[src/rtl/apb_req_arbiter.sv]
// APB master that shares one APB slave between NUM_REQ local requesters.
// Round-robin grant in IDLE, SETUP/ACCESS sequencing, and a watchdog on pready.
module apb_req_arbiter #(
  parameter int NUM_REQ        = 2,
  parameter int ADDR_WIDTH     = 5,
  parameter int DATA_WIDTH     = 32,
  parameter int TIMEOUT_CYCLES = 16
) (
  input  logic                           pclk,
  input  logic                           presetn,
  input  logic [NUM_REQ-1:0]             req_valid,
  input  logic [NUM_REQ-1:0]             req_write,
  input  logic [NUM_REQ*ADDR_WIDTH-1:0]  req_addr,
  input  logic [NUM_REQ*DATA_WIDTH-1:0]  req_wdata,
  output logic [NUM_REQ-1:0]             req_ready,
  output logic [NUM_REQ-1:0]             rsp_valid,
  output logic [DATA_WIDTH-1:0]          rsp_rdata,
  output logic                           rsp_err,
  output logic                           busy,
  output logic                           psel,
  output logic                           penable,
  output logic                           pwrite,
  output logic [ADDR_WIDTH-1:0]          paddr,
  output logic [DATA_WIDTH-1:0]          pwdata,
  input  logic [DATA_WIDTH-1:0]          prdata,
  input  logic                           pready,
  input  logic                           pslverr
);

  localparam int GW = (NUM_REQ > 1) ? $clog2(NUM_REQ) : 1;
  localparam int CW = (TIMEOUT_CYCLES > 0) ? $clog2(TIMEOUT_CYCLES + 1) : 1;

  typedef enum logic [1:0] {IDLE, SETUP, ACCESS} state_t;

  state_t                  state;
  logic [GW-1:0]           last_grant;
  logic [GW-1:0]           grant_idx;
  logic [GW-1:0]           cand;
  logic                    grant_found;
  logic                    sel_write;
  logic [ADDR_WIDTH-1:0]   sel_addr;
  logic [DATA_WIDTH-1:0]   sel_wdata;
  logic [CW-1:0]           timeout_cnt;
  logic [CW-1:0]           cnt_next;
  logic                    timeout_hit;

  // Scan from the requester after the last winner, wrapping, so nobody starves.
  always_comb begin
    grant_found = 1'b0;
    grant_idx   = '0;
    cand        = '0;
    for (int k = 1; k <= NUM_REQ; k++) begin
      cand = GW'((int'(last_grant) + k) % NUM_REQ);
      if (!grant_found && req_valid[cand]) begin
        grant_found = 1'b1;
        grant_idx   = cand;
      end
    end
  end

  always_comb begin
    sel_write = 1'b0;
    sel_addr  = '0;
    sel_wdata = '0;
    for (int k = 0; k < NUM_REQ; k++) begin
      if (grant_idx == GW'(k)) begin
        sel_write = req_write[k];
        sel_addr  = req_addr[k*ADDR_WIDTH +: ADDR_WIDTH];
        sel_wdata = req_wdata[k*DATA_WIDTH +: DATA_WIDTH];
      end
    end
  end

  always_comb begin
    req_ready = '0;
    if (state == IDLE && grant_found) req_ready[grant_idx] = 1'b1;
  end

  assign cnt_next    = timeout_cnt + 1'b1;
  assign timeout_hit = (TIMEOUT_CYCLES != 0) && (cnt_next == CW'(TIMEOUT_CYCLES));

  // last_grant doubles as the owner of the transfer in flight.
  always_ff @(posedge pclk or negedge presetn) begin
    if (!presetn) begin
      state       <= IDLE;
      last_grant  <= GW'(NUM_REQ - 1);
      timeout_cnt <= '0;
      psel        <= 1'b0;
      penable     <= 1'b0;
      pwrite      <= 1'b0;
      busy        <= 1'b0;
      paddr       <= '0;
      pwdata      <= '0;
      rsp_valid   <= '0;
      rsp_rdata   <= '0;
      rsp_err     <= 1'b0;
    end else begin
      rsp_valid <= '0;
      unique case (state)
        IDLE: begin
          if (grant_found) begin
            pwrite      <= sel_write;
            paddr       <= sel_addr;
            pwdata      <= sel_wdata;
            last_grant  <= grant_idx;
            psel        <= 1'b1;
            busy        <= 1'b1;
            timeout_cnt <= '0;
            state       <= SETUP;
          end
        end
        SETUP: begin
          penable <= 1'b1;
          state   <= ACCESS;
        end
        ACCESS: begin
          if (pready || timeout_hit) begin
            rsp_valid[last_grant] <= 1'b1;
            rsp_rdata <= (pready && !pwrite) ? prdata : '0;
            rsp_err   <= pready ? pslverr : 1'b1;
            psel      <= 1'b0;
            penable   <= 1'b0;
            busy      <= 1'b0;
            state     <= IDLE;
          end else begin
            timeout_cnt <= cnt_next;
          end
        end
        default: state <= IDLE;
      endcase
    end
  end

endmodule
[config.mk]
export PLATFORM = sky130hd
export DESIGN_NAME = apb_req_arbiter
export DESIGN_NICKNAME = d
export VERILOG_FILES = /design/src/rtl/apb_req_arbiter.sv
export SDC_FILE = /design/constraint.sdc
export NUM_CORES = 1
export LEC_CHECK = 0
export BUFFER_PORTS_ARGS = -buffer_cell sky130_fd_sc_hd__buf_4
export CAP_MARGIN = 10
export CORE_MARGIN = 4
export CORE_UTILIZATION = 50
export CTS_BUF_LIST = sky130_fd_sc_hd__clkbuf_4
export CTS_CLUSTER_DIAMETER = 150
export DETAILED_ROUTE_END_ITERATION = 10
export GPL_ROUTABILITY_DRIVEN = 0
export PLACE_DENSITY = 0.88
export SLEW_MARGIN = 20
export SYNTH_ARGS = -nofsm -noshare
export SYNTH_HDL_FRONTEND = slang
export SYNTH_SLANG_ARGS = --single-unit
[constraint.sdc]
create_clock -name pclk -period 2.5 [get_ports pclk]
set_input_delay 0.375 -clock pclk [delete_from_list [all_inputs] [get_ports pclk]]
set_output_delay 0.375 -clock pclk [all_outputs]
set_load 0.1 [all_outputs]
==> results.tsv, run 1 <==
stage	metric	value	unit
status	status	finished, final reports clean	
final_layout	final_nets	636	
sta	rsz0062_at_grt	false	
synth	synth_area_leader_cell	dfrtp_1	
sta	finalSetupViolCount	0	
clocking	cts_buffers	9	
synth	syn-mean-instance-area	10.7	um^2
floorplan	ioPinCount	192	
place	placed_area	5100	um^2
sta	drv_slew	0	
setup_path	critPathTopFamily	flip-flops	
clocking	clock_sinks	83	
flow_run	cap_viol_max_count	0	
hold_path	hp-start	prdata[12]	
route	drcViolationCount	0	
synth	synthFlopType	dfrtp_1	
synth	synth_edf_count	0	
setup_path	cp-start-kind	register	
synth	ys_seq_area_frac	0.580	
route	drt_wl_total	11300	um
setup_path	crit_path_max_fanout	39	
setup_path	max_stage_delay	0.58	ns
hold_path	hold_path.class	primary input to register	
final_layout	area_delta_synth_final	47.8	%
sta	fin_skew	0.0127	ns
clocking	path_clk_slew	0.13	ns
clocking	cts_buffer_depth	2	
floorplan	fp.dieW	92.7	um
sta	holdWs	0.174	ns
route	drt_first_iter_violations	236	
clocking	clk_latency	0.42	ns
synth	yosysTopAreaCellShare	0.573	
setup_path	path_buf_inv	1	
synth	synth_commonest_cells	dfrtp_1, inv_1, a222oi_1	
sta	hold_viol_final	0	
sta	tightest_slew	0.491	ns
place	io_buffer_count	191	
setup_path	cp_slowest_cell	dfstp_2	
global_routing	antenna_found_initial	0	
clocking	clockRootBuffer	clkbuf_4	
clocking	cts_tree	built	
place	hpwlAfterDp	7870	um
setup_path	endpoint_kind	output port	
global_routing	grt.total_usage	0.261	
floorplan	core-area	6870	um^2
synth	yosys_warnings	0	
floorplan	start_util	0.522	
floorplan	placementRows	30	
synth	syn_nets	451	
setup_path	worstSetupPathType	register to output port	
global_routing	grt.overflow.total	0	
setup_path	critical_path.cell_chain	nand2b_1 > and3_4 > buf_4	
synth	synth.most_common_cell	dfrtp_1	
clocking	htreeDepth	3	
clocking	post-cts-setup-buffer-count	0	
floorplan	die_y	92.7	um
setup_path	r2r_slack	0.61	ns
hold_path	min_path_cells	3	
route	final_antenna_net_count	0	
synth	ys_top_cells_by_area	dfrtp_1, a222oi_1, inv_1	
synth	ys_async_sr_fraction	1.00	
setup_path	r2r_end	rsp_rdata[27]$_DFFE_PN0P_	
sta	clock.fmax	430	MHz
clocking	hold_buffers	1	
setup_path	r2r-start	timeout_cnt[1]$_DFFE_PN0P_	
synth	synthCells	336	
global_routing	grt_pass1_wl	17700	um
final_layout	insertedDiodeCount	0	
hold_path	min_to	rsp_rdata[12]$_DFFE_PN0P_	
route	drtPass1Iterations	7	
sta	slew_headroom	0.672	
floorplan	dieArea	8580	um^2
setup_path	cp.required	2.12	ns
global_routing	grt_pass1_vias	3599	
sta	period_share	0.929	
synth	synth_cell_type_count	36	
sta	fin_crit	2.32	ns
setup_path	worst_r2r_path_depth	5	
route	vias_per_cell	5.59	
setup_path	crit_arrival	1.95	ns
sta	setup_tns	0	ns
route	wl_per_cell	18.2	um
final_layout	fin_area	5300	um^2
route	via_count	3479	
synth	synth-seq-cells	83	
final_layout	drive_gt1_frac	0.414	
global_routing	grt_max_degree	84	
clocking	cts_resized	0	
synth	synthesis.area	3580	um^2
[state kept, by name, summed over array words and instances, names as in the netlist, 2 cells and up]
name and count:
rsp_rdata 32, timeout_cnt 5, pwdata 32, rsp_valid 2
paddr 5, state 2
[worst register-to-register path: stages, from the launching register on]
cell and delay (ns):
dfrtp_1 0.45, a21bo_2 0.24, o21ai_1 0.21, a21o_1 0.42, buf_4 0.33, o21ai_0 0.13
[cells in the final DEF, fill, tap and decap left out, types with 2 or more instances in the layout]
cell | netlist | final
clkbuf_4 | 0 | 9
nor2_2 | 1 | 2
mux2i_1 | 2 | 2
inv_1 | 77 | 77
nor4_1 | 2 | 2
a21o_1 | 3 | 3
and3_1 | 2 | 2
nor2_1 | 3 | 2
dfrtp_1 | 82 | 82
a22oi_1 | 32 | 32
buf_12 | 0 | 3
o21ai_1 | 9 | 9
nand2b_1 | 2 | 2
bufinv_16 | 0 | 3
a222oi_1 | 38 | 38
a21oi_1 | 7 | 7
nand3_1 | 2 | 2
nand2_1 | 5 | 5
o21ai_0 | 28 | 28
a31oi_1 | 2 | 2
clkinv_1 | 0 | 2
buf_4 | 1 | 194
[logic make-up after synthesis]
logic type,after synthesis,share of synthesized area
compound gates,125,0.259
fa+ha+maj,1,0.00349
buf+inv,101,0.114
flops,83,0.580
mux,2,0.00559
simple gates,24,0.0381
[through the flow]
stage,cells,util,setup slack (ns)
after floorplan,336,-,0.226
after global routing,622,0.771,0.0583
final,622,0.771,0.176
after detailed placement,605,0.743,0.641
after global placement,605,0.743,0.669
after CTS,622,0.771,0.149
[metal layers]
metal,vias up,track usage,part of all wire,routed length [um]
met3,23,0.0812,0.094,1060
met5,-,0,0,0
met1,1673,0.311,0.37,4210
met2,193,0.451,0.51,5750
met4,0,0.0867,0.025,279
li1,1590,-,-,-
[layout make-up]
cell class	instances	area, um^2
Sequential cell	83	2080
Fill cell	448	1570
Timing Repair Buffer	198	1530
Multi-Input combinational cell	152	1100
Inverter	77	289
Tap cell	96	120
Clock inverter	7	115
Clock buffer	9	67.6
[how the worst max path moves through the flow]
| stage | startpoint | endpoint | slack, ns | depth (start not counted) |
|---|---|---|---|---|
| final | last_grant$_DFFE_PN1P_ | req_ready[0] | 0.18 | 3 |
| after detailed placement | timeout_cnt[1]$_DFFE_PN0P_ | rsp_rdata[27]$_DFFE_PN0P_ | 0.64 | 5 |
| after floorplan | last_grant$_DFFE_PN1P_ | paddr[1]$_DFFE_PN0P_ | 0.23 | 5 |
| after global placement | last_grant$_DFFE_PN1P_ | req_ready[0] | 0.67 | 3 |
| after global routing | state[0]$_DFFE_PN0P_ | req_ready[0] | 0.06 | 3 |
| after CTS | last_grant$_DFFE_PN1P_ | req_ready[0] | 0.15 | 3 |
Power of run 1 is left out: the tool's default activity adds up to more than one toggle a clock period on the data nets, which glitch-free logic cannot reach.
==> run 2: changes to the inputs <==
--- a/config.mk
+++ b/config.mk
@@ -5,15 +5,17 @@
 export SDC_FILE = /design/constraint.sdc
 export NUM_CORES = 1
 export LEC_CHECK = 0
+export ABC_AREA = 1
 export BUFFER_PORTS_ARGS = -buffer_cell sky130_fd_sc_hd__buf_4
 export CAP_MARGIN = 10
+export CORE_ASPECT_RATIO = 1.1
 export CORE_MARGIN = 4
 export CORE_UTILIZATION = 50
 export CTS_BUF_LIST = sky130_fd_sc_hd__clkbuf_4
 export CTS_CLUSTER_DIAMETER = 150
 export DETAILED_ROUTE_END_ITERATION = 10
 export GPL_ROUTABILITY_DRIVEN = 0
-export PLACE_DENSITY = 0.88
+export PLACE_DENSITY = 0.87
 export SLEW_MARGIN = 20
 export SYNTH_ARGS = -nofsm -noshare
 export SYNTH_HDL_FRONTEND = slang
==> run 2 against run 1 <==
First-iteration DRC count is 33% lower. Routed wire length is 8.0% lower. Register-to-register slack worse by 0.05 ns. Maximum frequency is 13% higher. Critical path depth is 1 higher. Clock skew is 0.0085 ns higher. Non-clock buffer count stayed put.
==> results.tsv, run 2 <==
stage	metric	value	unit
status	status	finished, final reports clean	
route	drt_first_iter_violations	158	
sta	drv_slew	0	
synth	synth_cell_type_count	20	
setup_path	cp.depth	4	
sta	setup_tns	0	ns
clocking	path_clk_slew	0.15	ns
setup_path	critPathTopFamily	simple AND/OR/NAND/NOR gates	
setup_path	crit_arrival	1.68	ns
final_layout	final_nets	721	
global_routing	grt_pass1_vias	3498	
synth	synth_commonest_cells	nand2_1, dfrtp_1, nand3_1	
setup_path	r2r_slack	0.56	ns
synth	synth-seq-cells	83	
sta	finalSetupViolCount	0	
clocking	clock_sinks	83	
setup_path	path_buf_inv	2	
synth	ys_top_cells_by_area	dfrtp_1, nand2_1, o21ai_2	
setup_path	crit_end	req_ready[1]	
setup_path	r2r-start	timeout_cnt[0]$_DFFE_PN0P_	
sta	setup_ws	0.441	ns
clocking	clockRootBuffer	clkbuf_4	
synth	ys_async_sr_fraction	1.00	
clocking	htreeDepth	3	
setup_path	cp.required	2.12	ns
clocking	cts_buffer_depth	2	
place	hpwlAfterDp	7920	um
synth	syn_nets	535	
floorplan	ioPinCount	192	
hold_path	hold_path.class	primary input to register	
flow_run	cap_viol_max_count	0	
clocking	cts_buffers	9	
sta	tightest_slew	0.574	ns
synth	ys_seq_area_frac	0.561	
synth	synth.most_common_cell	nand2_1	
sta	rsz0062_at_grt	false	
place	io_buffer_count	191	
sta	fin_skew	0.0213	ns
floorplan	core-area	7130	um^2
route	wl_per_cell	14.9	um
route	drtPass1Iterations	5	
synth	yosys_warnings	0	
final_layout	drive_gt1_frac	0.417	
synth	synthesis.area	3710	um^2
setup_path	crit_start	state[0]$_DFFE_PN0P_	
setup_path	worst_r2r_path_depth	10	
clocking	cts_tree	built	
setup_path	cp_slowest_cell	dfrtp_1	
floorplan	placementRows	32	
synth	yosysTopAreaCellShare	0.553	
clocking	clk_latency	0.42	ns
floorplan	fp.dieW	90.1	um
setup_path	crit_path_max_fanout	6	
final_layout	final_cell_mix	nand2_1, buf_4, dfrtp_1, nand3_1, o21ai_2	
final_layout	final_util	0.741	
global_routing	grt_max_degree	45	
final_layout	area_delta_synth_final	42.5	%
clocking	post-cts-setup-buffer-count	0	
place	dpl_worst_slack	0.576	ns
global_routing	grt_pass1_wl	17000	um
sta	holdWs	0.148	ns
sta	period_share	0.823	
route	drt_wl_total	10400	um
setup_path	max_stage_delay	0.44	ns
final_layout	largestRegisters	pwdata x32, rsp_rdata x32	
final_layout	final_common_cell	nand2_1	
route	drcViolationCount	0	
floorplan	dieArea	8860	um^2
route	vias_per_cell	5.04	
sta	clock.fmax	486	MHz
synth	synth_edf_count	0	
setup_path	critical_path.cell_chain	nor3_4 > nand3_1 > inv_2 > buf_4	
setup_path	endpoint_kind	output port	
route	via_count	3505	
route	final_antenna_net_count	0	
floorplan	start_util	0.520	
setup_path	worstSetupPathType	register to output port	
sta	hold_viol_final	0	
synth	syn-mean-instance-area	8.83	um^2
global_routing	antenna_found_initial	0	
setup_path	r2r_end	rsp_rdata[25]$_DFFE_PN0P_	
sta	slew_headroom	0.618	
setup_path	cp-start-kind	register	
synth	synthFlopType	dfrtp_1	
sta	fin_crit	2.06	ns
synth	synthCells	420	
global_routing	grt.overflow.total	0	
final_layout	insertedDiodeCount	0	
global_routing	grt.total_usage	0.236	
floorplan	die_y	98.3	um
synth	synth_area_leader_cell	dfrtp_1	
[run 2: what timing repair did]
| item | CTS | global route |
|---|---|---|
| hold buffers | 1 | 0 |
| setup endpoints to repair | 0 | 0 |
| endpoints found under the hold margin | 43 | 0 |
| resized for setup | 0 | 0 |
[run 2: cells by family (layout without fill, tap and decap cells)]
logic type / Yosys count / in the layout / synth area share
AND/OR/NAND/NOR: 265 / 265 / 0.294
AO/OA/AOI/OAI: 37 / 37 / 0.0840
buffers and inverters: 34 / 225 / 0.0581
adder cells (fa/ha/maj): 1 / 1 / 0.00337
flip-flops: 83 / 83 / 0.561
[run 2: tightest hold or removal path: stages]
cell and delay (ns):
buf_4 0.08, nand2_1 0.04, nand3_1 0.05
[run 2: routing by layer]
metal	GRT usage	vias up	routed length, um
met5	0	-	0
met4	0.0766	0	180
met3	0.0894	16	1140
met2	0.378	163	4940
met1	0.296	1613	4140
li1	-	1713	-
[run 2: worst min path at each step]
stage                        from                         to  slack (ns)  cells after the start
CTS                   req_addr[9]       paddr[4]$_DFFE_PN0P_        0.12                      3
finish                req_addr[9]       paddr[4]$_DFFE_PN0P_        0.15                      3
global route        req_wdata[32]      pwdata[0]$_DFFE_PN0P_        0.11                      3
floorplan                 presetn       paddr[0]$_DFFE_PN0P_        0.08                      0
global placement          presetn  rsp_rdata[12]$_DFFE_PN0P_        0.41                      1
detailed placement        presetn  rsp_rdata[13]$_DFFE_PN0P_        0.42                      1
[run 2: metrics by stage]
step	cell area [um^2]	cells
after floorplan	3710	420
after CTS	5280	696
after global placement	5150	679
final	5280	696
after global routing	5280	696
after detailed placement	5150	679
[run 2: final cells by class]
cell class / instances / area (um^2)
Timing Repair Buffer: 198 / 1510
Inverter: 11 / 41.3
Clock inverter: 7 / 60.1
Sequential cell: 83 / 2080
Tap cell: 85 / 106
Multi-Input combinational cell: 303 / 1420
Clock buffer: 9 / 67.6
Fill cell: 530 / 1840
Power of run 2 is left out for the same reason.
==> run 3: changes to the inputs <==
--- a/config.mk
+++ b/config.mk
@@ -5,17 +5,17 @@
 export SDC_FILE = /design/constraint.sdc
 export NUM_CORES = 1
 export LEC_CHECK = 0
-export ABC_AREA = 1
+export ABC_AREA = 0
 export BUFFER_PORTS_ARGS = -buffer_cell sky130_fd_sc_hd__buf_4
 export CAP_MARGIN = 10
 export CORE_ASPECT_RATIO = 1.1
 export CORE_MARGIN = 4
-export CORE_UTILIZATION = 50
+export CORE_UTILIZATION = 46
 export CTS_BUF_LIST = sky130_fd_sc_hd__clkbuf_4
 export CTS_CLUSTER_DIAMETER = 150
 export DETAILED_ROUTE_END_ITERATION = 10
 export GPL_ROUTABILITY_DRIVEN = 0
-export PLACE_DENSITY = 0.87
+export PLACE_DENSITY = 0.82
 export SLEW_MARGIN = 20
 export SYNTH_ARGS = -nofsm -noshare
 export SYNTH_HDL_FRONTEND = slang
==> constraint.sdc (replaced) <==
create_clock -name pclk -period 2.06 [get_ports pclk]
set_input_delay 0.309 -clock pclk [delete_from_list [all_inputs] [get_ports pclk]]
set_output_delay 0.309 -clock pclk [all_outputs]
set_load 0.1 [all_outputs]
==> run 3 against run 2 <==
Routed wire length increased by 6.9%. Sequential share of layout area decreased by 0.45 points. Register-to-register slack got worse by 0.17 ns. Hold slack got worse by 0.042 ns. Final area increased by 1.2%. Count of clock-buffer cells in the layout increased by 2. Global-route usage increased by 0.060 points. Flip-flop and latch count unchanged. Critical path depth decreased by 1. Die area increased by 4.6%. Cell count decreased by 8.6%. Setup slack got worse by 0.37 ns.
==> results.tsv, run 3 (synthesis results as in run 1) <==
stage	metric	value	unit
clocking	post-cts-setup-buffer-count	0	
place	hpwlAfterDp	8220	um
floorplan	placementRows	33	
global_routing	antenna_found_initial	0	
clocking	cts_tree	built	
final_layout	final_common_cell	buf_4	
final_layout	final_cell_mix	buf_4, dfrtp_1, inv_1, a222oi_1, a22oi_1	
route	drtPass1Iterations	7	
floorplan	core-area	7510	um^2
clocking	clockRootBuffer	clkbuf_4	
clocking	cts_buffers	9	
clocking	clock_sinks	83	
setup_path	max_stage_delay	0.58	ns
global_routing	grt_util_met3	0.0732	
final_layout	instances_no_fill	636	
setup_path	worst_r2r_path_depth	4	
sta	clock.fmax	503	MHz
final_layout	multi_input_area	1110	um^2
floorplan	ioPinCount	192	
sta	hold_viol_final	0	
global_routing	met1_usage	0.283	
status	status	finished, final reports clean	
setup_path	r2r-start	state[0]$_DFFE_PN0P_	
route	wl_per_cell	17.5	um
setup_path	r2r_end	timeout_cnt[4]$_DFFE_PN0P_	
hold_path	min_to	pwdata[20]$_DFFE_PN0P_	
clocking	cts_buffer_depth	2	
route	vias_per_cell	5.43	
place	dp_cells	618	
setup_path	cp-start-kind	register	
final_layout	area_delta_synth_final	49.2	%
final_layout	fin_area	5350	um^2
setup_path	path_buf_inv	1	
final_layout	largestRegisters	pwdata x32, rsp_rdata x32	
global_routing	grt.overflow.total	0	
hold_path	hold_path.class	primary input to register	
sta	setup_tns	0	ns
global_routing	grt.total_usage	0.236	
setup_path	critical_path.cell_chain	nand2b_1 > and3_4 > buf_8	
sta	holdWs	0.106	ns
final_layout	insertedDiodeCount	0	
place	io_buffer_count	191	
floorplan	start_util	0.477	
sta	slew_headroom	0.637	
sta	drv_slew	0	
global_routing	grt_pass1_wl	17200	um
route	via_count	3455	
setup_path	crit_arrival	1.68	ns
floorplan	fp.dieW	92.2	um
setup_path	crit_path_max_fanout	13	
sta	fin_skew	0.0201	ns
setup_path	r2r_slack	0.39	ns
route	final_antenna_net_count	0	
place	placed_area	5130	um^2
clocking	path_clk_slew	0.14	ns
global_routing	grt_max_degree	40	
setup_path	critPathTopFamily	flip-flops	
clocking	htreeDepth	3	
final_layout	regArea	2080	um^2
final_layout	final_nets	641	
global_routing	grt_most_used_layer	met2	
setup_path	worstSetupPathType	register to output port	
setup_path	cp_slowest_cell	dfstp_2	
route	drcViolationCount	0	
flow_run	cap_viol_max_count	0	
route	drt_wl_total	11100	um
sta	finalSetupViolCount	0	
final_layout	drive_gt1_frac	0.422	
sta	rsz0062_at_grt	false	
sta	period_share	0.966	
setup_path	endpoint_kind	output port	
hold_path	hp-start	req_wdata[52]	
global_routing	met2_usage	0.405	
floorplan	die_y	101	um
global_routing	grt_pass1_vias	3474	
hold_path	min_path_cells	3	
floorplan	dieArea	9270	um^2
sta	tightest_slew	0.543	ns
setup_path	cp.required	1.75	ns
route	drt_first_iter_violations	246	
clocking	clk_latency	0.42	ns
sta	fin_crit	1.99	ns
final_layout	n_fill_cell	567	
## run 3: timing repair
action,in CTS,in global routing
resized for setup,1,2
hold endpoints to repair,24,0
endpoints found under the setup margin,1,2
hold buffers,1,0
gates cloned,1,0
pin swaps,1,0
## run 3: worst reg2reg max path: stages, from the launching register on
cell      delay [ns]
dfrtp_1         0.48
nor3b_1         0.52
a21oi_1         0.09
a31oi_1         0.31
o221ai_1        0.16
## run 3: worst max path at each step
stage	from	to	slack [ns]	cells past startpoint
floorplan	pwrite$_DFFE_PN0P_	rsp_rdata[10]$_DFFE_PN0P_	0.34	4
global placement	last_grant$_DFFE_PN1P_	req_ready[0]	0.42	3
detailed placement	last_grant$_DFFE_PN1P_	req_ready[0]	0.39	3
CTS	last_grant$_DFFE_PN1P_	req_ready[0]	0.03	3
global route	last_grant$_DFFE_PN1P_	req_ready[0]	0.01	3
finish	last_grant$_DFFE_PN1P_	req_ready[0]	0.07	3
## run 3: cell type report
| cell class | count | share of cell area |
|---|---|---|
| Tap cell | 105 | 0.0246 |
| Clock inverter | 5 | 0.0190 |
| Clock buffer | 11 | 0.0154 |
| Multi-Input combinational cell | 153 | 0.208 |
| Timing Repair Buffer | 202 | 0.290 |
| Inverter | 77 | 0.0541 |
| Sequential cell | 83 | 0.389 |
## run 3: stage by stage
stage / setup WS [ns] / utilization
final: 0.0706 / 0.711
after detailed placement: 0.387 / 0.683
after global placement: 0.420 / 0.683
after global routing: 0.0136 / 0.711
after floorplan: 0.343 / -
after CTS: 0.0335 / 0.710
## run 3: metal layers
layer,vias up,wire length (um)
met3,12,1090
met5,-,0
met4,0,135
met2,171,5590
met1,1670,4300
li1,1602,-
Power of run 3 is left out for the same reason.
